--- src/rtl/ibex_probe_ctrl_pkg.sv ---
// Shared types for the Ibex probe controller: FSM state encoding and verdict codes.
package ibex_probe_pkg;

    typedef enum logic [2:0] {
        IDLE,
        BOOT,
        RUN,
        DEBUG,
        DONE,
        FAIL
    } probe_state_e;

    localparam logic [1:0] FAIL_NONE    = 2'd0;
    localparam logic [1:0] FAIL_MAJOR   = 2'd1;
    localparam logic [1:0] FAIL_TIMEOUT = 2'd2;

    function automatic logic is_running(probe_state_e s);
        return (s == RUN) || (s == DEBUG);
    endfunction

    function automatic logic is_active(probe_state_e s);
        return (s == BOOT) || (s == RUN) || (s == DEBUG);
    endfunction

endpackage

--- src/rtl/ibex_probe_ctrl_if.sv ---
// Probe bundle between the bench top and the controller: core status in, core controls and verdict out.
interface ibex_probe_ctrl_if #(
    parameter int CNT_W = 32
);
    logic             start_i;
    logic             dbg_trig_i;
    logic             ecall_i;
    logic             core_sleep_i;
    logic             alert_minor_i;
    logic             alert_major_i;
    logic             fetch_enable_o;
    logic             debug_req_o;
    logic             busy_o;
    logic             done_o;
    logic             pass_o;
    logic             fail_o;
    logic [1:0]       fail_code_o;
    logic [7:0]       minor_cnt_o;
    logic [CNT_W-1:0] sleep_cnt_o;
    logic [CNT_W-1:0] cycle_cnt_o;

    modport master (
        output start_i, dbg_trig_i, ecall_i, core_sleep_i, alert_minor_i, alert_major_i,
        input  fetch_enable_o, debug_req_o, busy_o, done_o, pass_o, fail_o,
        input  fail_code_o, minor_cnt_o, sleep_cnt_o, cycle_cnt_o
    );

    modport slave (
        input  start_i, dbg_trig_i, ecall_i, core_sleep_i, alert_minor_i, alert_major_i,
        output fetch_enable_o, debug_req_o, busy_o, done_o, pass_o, fail_o,
        output fail_code_o, minor_cnt_o, sleep_cnt_o, cycle_cnt_o
    );
endinterface

--- src/rtl/ibex_probe_ctrl_ctr.sv ---
// Loadable down-counter that stops at zero; used for the boot delay and the debug pulse width.
module ibex_probe_ctr #(
    parameter int W = 8
) (
    input  logic         clk,
    input  logic         rst,
    input  logic         load,
    input  logic [W-1:0] load_val,
    input  logic         en,
    output logic         zero
);
    logic [W-1:0] count;

    always_ff @(posedge clk) begin
        if (rst) begin
            count <= '0;
        end else if (load) begin
            count <= load_val;
        end else if (en && (count != '0)) begin
            count <= count - 1'b1;
        end
    end

    assign zero = (count == '0);
endmodule

--- src/rtl/ibex_probe_ctrl.sv ---
// Ibex test-harness sequencer: boot delay, debug pulses, end-of-test verdict and run statistics.
//
// state | meaning
// IDLE  | after reset, waiting for start
// BOOT  | fetch held off for BOOT_DELAY cycles
// RUN   | core fetching, watching for ecall / alerts / timeout
// DEBUG | debug_req asserted for DBG_PULSE cycles
// DONE  | ecall seen, pass verdict held
// FAIL  | major alert or timeout, fail verdict held
module ibex_probe_ctrl
    import ibex_probe_pkg::*;
#(
    parameter int BOOT_DELAY = 16,
    parameter int DBG_PULSE  = 4,
    parameter int TIMEOUT    = 100000,
    parameter int CNT_W      = 32
) (
    input  logic         clk,
    input  logic         rst,
    ibex_probe_ctrl_if.slave pif
);
    localparam int DLY_MAX = (BOOT_DELAY > DBG_PULSE) ? BOOT_DELAY : DBG_PULSE;
    localparam int DLY_W   = $clog2(DLY_MAX + 1);

    probe_state_e     state, state_n;
    logic             boot_load, dbg_load, boot_zero, dbg_zero, timeout_hit;
    logic             fetch_enable, debug_req, busy, done, pass, fail;
    logic [1:0]       fail_code;
    logic [7:0]       minor_cnt;
    logic [CNT_W-1:0] sleep_cnt, cycle_cnt;

    ibex_probe_ctr #(.W(DLY_W)) u_boot_ctr (
        .clk      (clk),
        .rst      (rst),
        .load     (boot_load),
        .load_val (DLY_W'(BOOT_DELAY - 1)),
        .en       (state == BOOT),
        .zero     (boot_zero)
    );

    ibex_probe_ctr #(.W(DLY_W)) u_dbg_ctr (
        .clk      (clk),
        .rst      (rst),
        .load     (dbg_load),
        .load_val (DLY_W'(DBG_PULSE - 1)),
        .en       (state == DEBUG),
        .zero     (dbg_zero)
    );

    assign timeout_hit = (cycle_cnt == CNT_W'(TIMEOUT));

    // Termination outranks debug trigger and pulse end.
    always_comb begin
        state_n = state;
        case (state)
            IDLE:       if (pif.start_i) state_n = BOOT;
            BOOT: begin
                if (pif.alert_major_i)  state_n = FAIL;
                else if (boot_zero)     state_n = RUN;
            end
            RUN, DEBUG: begin
                if (pif.alert_major_i)                   state_n = FAIL;
                else if (pif.ecall_i)                    state_n = DONE;
                else if (timeout_hit)                    state_n = FAIL;
                else if (state == RUN && pif.dbg_trig_i) state_n = DEBUG;
                else if (state == DEBUG && dbg_zero)     state_n = RUN;
            end
            DONE, FAIL: if (pif.start_i) state_n = BOOT;
            default:    state_n = IDLE;
        endcase
    end

    assign boot_load = (state_n == BOOT)  && (state != BOOT);
    assign dbg_load  = (state_n == DEBUG) && (state != DEBUG);

    always_ff @(posedge clk) begin
        if (rst) begin
            state        <= IDLE;
            fetch_enable <= 1'b0;
            debug_req    <= 1'b0;
            busy         <= 1'b0;
            done         <= 1'b0;
            pass         <= 1'b0;
            fail         <= 1'b0;
            fail_code    <= FAIL_NONE;
            minor_cnt    <= '0;
            sleep_cnt    <= '0;
            cycle_cnt    <= '0;
        end else begin
            state        <= state_n;
            fetch_enable <= is_running(state_n);
            debug_req    <= (state_n == DEBUG);
            busy         <= is_active(state_n);
            done         <= (state_n == DONE) || (state_n == FAIL);
            pass         <= (state_n == DONE);
            fail         <= (state_n == FAIL);
            if (boot_load) begin
                fail_code <= FAIL_NONE;
                minor_cnt <= '0;
                sleep_cnt <= '0;
                cycle_cnt <= '0;
            end else begin
                if (state_n == FAIL && state != FAIL)
                    fail_code <= pif.alert_major_i ? FAIL_MAJOR : FAIL_TIMEOUT;
                // Cycle count parks at TIMEOUT so the verdict reports the limit itself.
                if (is_running(state) && !timeout_hit) begin
                    cycle_cnt <= cycle_cnt + 1'b1;
                    if (pif.core_sleep_i) sleep_cnt <= sleep_cnt + 1'b1;
                end
                if (is_active(state) && pif.alert_minor_i && minor_cnt != 8'hFF)
                    minor_cnt <= minor_cnt + 1'b1;
            end
        end
    end

    assign pif.fetch_enable_o = fetch_enable;
    assign pif.debug_req_o    = debug_req;
    assign pif.busy_o         = busy;
    assign pif.done_o         = done;
    assign pif.pass_o         = pass;
    assign pif.fail_o         = fail;
    assign pif.fail_code_o    = fail_code;
    assign pif.minor_cnt_o    = minor_cnt;
    assign pif.sleep_cnt_o    = sleep_cnt;
    assign pif.cycle_cnt_o    = cycle_cnt;
endmodule

--- src/flat_wrapper.sv ---
// flat-port wrapper written by rule: the top's interface ports become plain ports
module ibex_probe_ctrl_flat import ibex_probe_pkg::*;
#(
    parameter int BOOT_DELAY = 16,
    parameter int DBG_PULSE  = 4,
    parameter int TIMEOUT    = 100000,
    parameter int CNT_W      = 32
)
  (clk, rst, pif_start_i, pif_dbg_trig_i, pif_ecall_i, pif_core_sleep_i, pif_alert_minor_i, pif_alert_major_i, pif_fetch_enable_o, pif_debug_req_o, pif_busy_o, pif_done_o, pif_pass_o, pif_fail_o, pif_fail_code_o, pif_minor_cnt_o, pif_sleep_cnt_o, pif_cycle_cnt_o);
  ibex_probe_ctrl_if #(.CNT_W(CNT_W)) pif_i ();
  input  logic clk;
  input  logic rst;
  input wire logic [$bits(pif_i.start_i)-1:0] pif_start_i;
  input wire logic [$bits(pif_i.dbg_trig_i)-1:0] pif_dbg_trig_i;
  input wire logic [$bits(pif_i.ecall_i)-1:0] pif_ecall_i;
  input wire logic [$bits(pif_i.core_sleep_i)-1:0] pif_core_sleep_i;
  input wire logic [$bits(pif_i.alert_minor_i)-1:0] pif_alert_minor_i;
  input wire logic [$bits(pif_i.alert_major_i)-1:0] pif_alert_major_i;
  output wire logic [$bits(pif_i.fetch_enable_o)-1:0] pif_fetch_enable_o;
  output wire logic [$bits(pif_i.debug_req_o)-1:0] pif_debug_req_o;
  output wire logic [$bits(pif_i.busy_o)-1:0] pif_busy_o;
  output wire logic [$bits(pif_i.done_o)-1:0] pif_done_o;
  output wire logic [$bits(pif_i.pass_o)-1:0] pif_pass_o;
  output wire logic [$bits(pif_i.fail_o)-1:0] pif_fail_o;
  output wire logic [$bits(pif_i.fail_code_o)-1:0] pif_fail_code_o;
  output wire logic [$bits(pif_i.minor_cnt_o)-1:0] pif_minor_cnt_o;
  output wire logic [$bits(pif_i.sleep_cnt_o)-1:0] pif_sleep_cnt_o;
  output wire logic [$bits(pif_i.cycle_cnt_o)-1:0] pif_cycle_cnt_o;
  assign pif_i.start_i = pif_start_i;
  assign pif_i.dbg_trig_i = pif_dbg_trig_i;
  assign pif_i.ecall_i = pif_ecall_i;
  assign pif_i.core_sleep_i = pif_core_sleep_i;
  assign pif_i.alert_minor_i = pif_alert_minor_i;
  assign pif_i.alert_major_i = pif_alert_major_i;
  assign pif_fetch_enable_o = pif_i.fetch_enable_o;
  assign pif_debug_req_o = pif_i.debug_req_o;
  assign pif_busy_o = pif_i.busy_o;
  assign pif_done_o = pif_i.done_o;
  assign pif_pass_o = pif_i.pass_o;
  assign pif_fail_o = pif_i.fail_o;
  assign pif_fail_code_o = pif_i.fail_code_o;
  assign pif_minor_cnt_o = pif_i.minor_cnt_o;
  assign pif_sleep_cnt_o = pif_i.sleep_cnt_o;
  assign pif_cycle_cnt_o = pif_i.cycle_cnt_o;
  ibex_probe_ctrl #(.BOOT_DELAY(BOOT_DELAY), .DBG_PULSE(DBG_PULSE), .TIMEOUT(TIMEOUT), .CNT_W(CNT_W)) u_core (.clk(clk), .rst(rst), .pif(pif_i));
endmodule
--- config.mk ---
export PLATFORM = sky130hd
export DESIGN_NAME = ibex_probe_ctrl_flat
export DESIGN_NICKNAME = d
export VERILOG_FILES = /design/src/rtl/ibex_probe_ctrl_pkg.sv /design/src/rtl/ibex_probe_ctrl_if.sv /design/src/rtl/ibex_probe_ctrl_ctr.sv /design/src/rtl/ibex_probe_ctrl.sv /design/src/flat_wrapper.sv
export SDC_FILE = /design/constraint.sdc
export NUM_CORES = 1
export LEC_CHECK = 0
export CELL_PAD_IN_SITES_DETAIL_PLACEMENT = 1
export CELL_PAD_IN_SITES_GLOBAL_PLACEMENT = 2
export CORE_MARGIN = 2
export CORE_UTILIZATION = 27
export DETAILED_ROUTE_END_ITERATION = 8
export PLACE_DENSITY = 0.86
export SLEW_MARGIN = 20
export SYNTH_ARGS = -nofsm -noshare
export SYNTH_HDL_FRONTEND = slang
export SYNTH_SLANG_ARGS = --single-unit
--- constraint.sdc ---
create_clock -name clk -period 2.3 [get_ports clk]
set_input_delay 0.69 -clock clk [delete_from_list [all_inputs] [get_ports clk]]
set_output_delay 0.69 -clock clk [all_outputs]
set_load 0.05 [all_outputs]
## Word level (Yosys, flattened, before mapping)

Index checks and enable logic that the tools add are counted.

- Bits of input ports: 8
- Register bits: 93
- Logic and storage cells: 79
- Output and inout port bits: 80

- $add $sub $neg: 5
- Reductions and logical operators: 30
- Equality and inequality tests: 15
- Muxes and demuxes: 14

Operators by type and width:

| operator | number |
|---|---|
| $add A32 B1 Y32 const B | 2 |
| $eq A32 B17 Y1 const B | 1 |
| $mux W3 | 8 |
| $eq A3 B2 Y1 const B | 4 |
| $eq A3 B3 Y1 const B | 4 |
| $logic_and A1 B1 Y1 | 10 |
| $logic_not A5 Y1 | 2 |
| $reduce_bool A5 Y1 | 2 |
| $sub A5 B1 Y5 const B | 2 |
| $pmux W3 S3 | 1 |
| $add A8 B1 Y8 const B | 1 |
| $mux W4 | 2 |
| $ne A8 B8 Y1 const B | 1 |
| $logic_or A1 B1 Y1 | 7 |
| $eq A3 B1 Y1 const B | 2 |
| $mux W2 | 3 |
| $reduce_or A2 Y1 | 3 |
| $reduce_bool A2 Y1 | 2 |
| $logic_not A3 Y1 | 1 |
| $ne A3 B1 Y1 const B | 1 |
| $ne A3 B2 Y1 const B | 1 |
| $ne A3 B3 Y1 const B | 1 |
| $reduce_or A3 Y1 | 1 |
| $reduce_and A2 Y1 | 1 |
| $logic_not A1 Y1 | 1 |

## Depth between registers and ports, before layout

- Depth after elaboration: 11
- Depth in mapped cells: 10
- Depth with buffers taken out: 8

## Modules after synthesis

From an unflattened synthesis, not the netlist that was laid out.

- Cell total of the unflattened synthesis: 539
- Area, all modules: 4586.9 um^2

By module, submodules not included:

| module | times used | area each (um^2) | sequential area each (um^2) | cells each |
|---|---|---|---|---|
| ibex_probe_ctrl | 1 | 3933.8 | 1661.6 | 465 |
| ibex_probe_ctr | 2 | 326.6 | 100.1 | 37 |

## Least setup slack after synthesis

No wires, ideal clock.

- Kind: reg-to-reg
- From: reg u_core.cycle_cnt[0] (netlist: u_core.pif.cycle_cnt_o[0])
- To: reg u_core.sleep_cnt[24] (netlist: u_core.pif.sleep_cnt_o[24])
- Stages on the path, launching flop included: 10
- Arrival: 2493 ps
- Path buffers: 1
- Required time: 2230 ps
- Setup time: 70 ps
- Clock period less this slack: 2564 ps
- Slack: -264 ps
- Cell sequence: dfxtp_1 inv_1 ha_1 nor4b_1 nand4_1 o21ai_1 or4_1 buf_2 or3_1 a21oi_1

- Longest elaborated chain between the ends: 8
- Elaborated cells on any way between the ends: 11
- Classes of those cells: 2 x eq/ne; 4 x mux; 5 x reduce/logical

RTL lines:

| item | RTL line | RTL |
|---|---|---|
| from (decl) | ibex_probe_ctrl.sv:30 | `logic [CNT_W-1:0] sleep_cnt, cycle_cnt;` |
| from (signal assigned) | ibex_probe_ctrl.sv:107 | `cycle_cnt <= cycle_cnt + 1'b1;` |
| $eq A32 B17 Y1 (*) | ibex_probe_ctrl.sv:50 | `assign timeout_hit = (cycle_cnt == CNT_W'(TIMEOUT));` |
| $mux W3 | ibex_probe_ctrl.sv:64 | `else if (timeout_hit) state_n = FAIL;` |
| $mux W3 | ibex_probe_ctrl.sv:63 | `else if (pif.ecall_i) state_n = DONE;` |
| $mux W3 | ibex_probe_ctrl.sv:62 | `if (pif.alert_major_i) state_n = FAIL;` |
| $pmux W3 S3 | ibex_probe_ctrl.sv:55 | `case (state)` |
| $eq A3 B1 Y1 | ibex_probe_ctrl.sv:73 | `assign boot_load = (state_n == BOOT) && (state != BOOT);` |
| $logic_and A1 B1 Y1 | ibex_probe_ctrl.sv:73 |  |
| $reduce_or A2 Y1 (no source line) | n/a |  |
| to (signal assigned) | ibex_probe_ctrl.sv:108 | `if (pif.core_sleep_i) sleep_cnt <= sleep_cnt + 1'b1;` |
| to (decl) | ibex_probe_ctrl.sv:30 |  |

Mark *: on every way between the ends. The rest lies on a longest branch, timed or not.
A chain may end at the register's enable or synchronous reset.

## Final worst setup path

- From: reg u_core.sleep_cnt[18] (netlist: u_core.pif.sleep_cnt_o[18])
- To: out pif_sleep_cnt_o[18]

RTL lines:

| item | RTL line | RTL |
|---|---|---|
| to (decl) | flat_wrapper.sv:27 | `output wire logic [$bits(pif_i.sleep_cnt_o)-1:0] pif_sleep_cnt_o;` |

No word-level cell between the ends.

==> impl_metrics.csv <==
group,metric,value,unit
global_routing,grt_use_total,0.162,
synth,syn-cell-area,4410,um^2
layout,final_net_count,675,
status,outcome,"finished, final reports clean",
synth,synth-seq-cells,93,
clocking,htree_levels,3,
timing,slew_headroom,0.648,
clocking,cts_buffers,9,
timing,tightest_slew,0.527,ns
power,p_leak,0.00247,uW
run,cap_viol_max_count,0,
clocking,clk_latency,0.34,ns
timing,setup_viol,0,
setup_path,path_buf_inv,1,
die,top_level_ports,88,
timing,rsz0062_at_grt,"no",
timing,fin_skew,0.00632,ns
setup_path,critPathCaptureType,"output pin",
synth,yosys_most_used_dff,"dfxtp_1",
die,die_w,132,um
clocking,max-clock-path-buffers,2,
place,place_hpwl,10100,um
setup_path,path_cells,"clkdlybuf4s50_1",
routing,route.detailed.drc,0,
die,start_util,0.276,
place,portBuffers,87,
global_routing,antenna_found_initial,0,
timing,post-route-min-period,2.25,ns
clocking,cts.sinks,93,
setup_path,slowest_stage,"clkdlybuf4s50_1",
setup_path,arrival,1.56,ns
synth,synth-seq-area-share,0.422,
die,die_h,132,um
power,vdd_drop_max,0.000351,V
clocking,cts-root-buf,"clkbuf_16",
synth,postSynthAreaPerCell,8.40,um^2
layout,area_growth,40.8,%
setup_path,cp_max_fo,3,
synth,postSynth.asyncResetShare,0,
synth,synth.distinct_cells,53,
power,p_seq_frac,0.490,
setup_path,crit_type,"reg2out",
die,core_area,15900,um^2
synth,synth_edf_count,0,
place,gp_congestion,0.776,
layout,final_cell_mix,"buf_4 (92), nor2_1 (86), dfxtp_1 (79)",
worst_hold_path,holdCritPathClass,"reg2reg",
die,die_area,17400,um^2
power,switchingPower,866,uW
layout,drive_gt1_frac,0.214,
timing,whs,0.492,ns
timing,post-route-period-util,0.977,
routing,routed_wl,13500,um
routing,viasPerCell,4.87,
clocking,cts_hold_buf,0,
routing,antenna_left,0,
setup_path,crit_family,"buffers and inverters",
clocking,clk_pin_slew,0.06,ns
routing,via_count,4286,
layout,stdcell_area,6200,um^2
layout,diodes,0,
synth,syn_inst,525,
setup_path,max_stage_delay,0.83,ns
layout,final_common_cell,"buf_4",
global_routing,grt.overflow.total,0,
layout,fin_util,0.389,
synth,synth_warnings,0,
power,p_clk_frac,0.399,
routing,routedWlPerCell,15.4,um
setup_path,cp.required,1.61,ns
timing,fin_ws,0.0530,ns
timing,drv_slew,0,
synth,synthesis.nets,540,
power,switching_share,0.254,
place,postPlaceCellArea,5830,um^2
routing,initialDrtViolationCount,163,
routing,firstDrtPassIters,4,
clocking,cts_tree,"done",
setup_path,start_kind,"flip-flop",
timing,hold_viol,0,
place,dp_slack,-0.299,ns
global_routing,grt_pass1_wl,23100,um
power,combPwrFrac,0.111,
global_routing,grt_pass1_vias,4558,
die,fp-row-count,46,
power,p_per_area,550,nW/um^2
global_routing,grt_max_degree,48,
timing,fmax,445,MHz
power,power.internal,2550,uW
==> sequential cells by signal, indices dropped and copies added (netlist names), 2 cells and up <==
signal	cells
u_core.pif.cycle_cnt_o	32
u_core.pif.sleep_cnt_o	32
u_core.pif.minor_cnt_o	8
u_core.u_boot_ctr.count	5
u_core.u_dbg_ctr.count	5
u_core.state	3
u_core.pif.fail_code_o	2
==> metrics by stage <==
stage,TNS [ns],cells,total power [uW]
CTS,0,879,3470
finish,0,880,3410
floorplan,0,525,1930
detailed placement,-6.25,862,2080
global route,0,880,3590
global placement,-3.67,862,2060
==> synthesized netlist by cell type, types with 2 or more instances <==
cell type,n,area share
a21o_1,2,0.0034
a21oi_1,27,0.031
a31oi_1,2,0.0028
and2_1,4,0.0057
and3_1,6,0.0085
and4_1,7,0.014
buf_2,11,0.012
clkbuf_1,9,0.0077
dfxtp_1,93,0.42
ha_1,7,0.020
inv_1,13,0.011
nand2_1,41,0.035
nand2b_1,5,0.0071
nand3_1,23,0.026
nand3b_1,2,0.0034
nand4_1,22,0.031
nor2_1,86,0.073
nor2b_1,6,0.0085
nor3_1,11,0.012
nor4_1,13,0.018
nor4b_1,7,0.014
nor4bb_1,2,0.0045
o21ai_0,20,0.023
o21bai_1,2,0.0034
o22ai_1,2,0.0028
or3_1,14,0.020
or4_1,3,0.0051
xnor2_1,32,0.064
xor2_1,29,0.058
==> final cells by class <==
cell class | count | area [um^2]
clock buffer | 13 | 250
inverter | 13 | 48.8
timing repair buffer | 146 | 1270
multi-input combinational | 397 | 2470
clock inverter | 2 | 10.0
fill | 1893 | 9740
sequential | 93 | 1880
tap | 216 | 270
==> worst min-delay path, stage by stage (launching register included) <==
cell	delay (ns)
dfxtp_1	0.33
o21ai_0	0.08
nor2_1	0.04
==> worst paths after layout <==
check,startpoint,to,slack [ns],cells past startpoint
hold reg to reg,u_core.u_boot_ctr.count[4],u_core.u_boot_ctr.count[4],0.49,2
setup reg to reg,u_core.pif.cycle_cnt_o[0],u_core.pif.sleep_cnt_o[24],0.15,8
hold / removal,u_core.u_boot_ctr.count[4],u_core.u_boot_ctr.count[4],0.49,2
setup / recovery,u_core.pif.sleep_cnt_o[18],pif_sleep_cnt_o[18],0.05,1
==> cell families (layout without fill, tap and decap cells) <==
group                      after synthesis  in the layout  synth area share
muxes                                    1              1           0.00227
DFF                                     93             93             0.422
xor gates and xnor gates                61             61             0.121
AOI/OAI and AO/OA                       66             66            0.0894
buffers and inverters                   35            174            0.0341
and+or+nand+nor                        262            262             0.311
adders and majority gates                7              7            0.0199
==> timing repair <==
| item | in CTS | in global routing |
|---|---|---|
| gates resized for setup | 12 | 22 |
| setup endpoints to repair | 19 | 69 |
| buffers inserted | 2 | 1 |
| pin swaps | 1 | 3 |
==> power by group through the flow <==
stage | registers [uW] | logic [uW] | clock network, uW
2_1_floorplan | 1730 | 202 | 0
5_1_grt | 1670 | 420 | 1500
3_3_place_gp | 1700 | 362 | 0
6_report | 1670 | 380 | 1360
3_5_place_dp | 1700 | 373 | 0
4_1_cts | 1670 | 380 | 1420
==> layer usage <==
metal / GRT usage / wire [um]
met3: 0.0323 / 476
met2: 0.284 / 6810
met4: 0.0471 / 173
met5: 0 / 0
met1: 0.202 / 6070
Power figures use the tool's default switching activity.
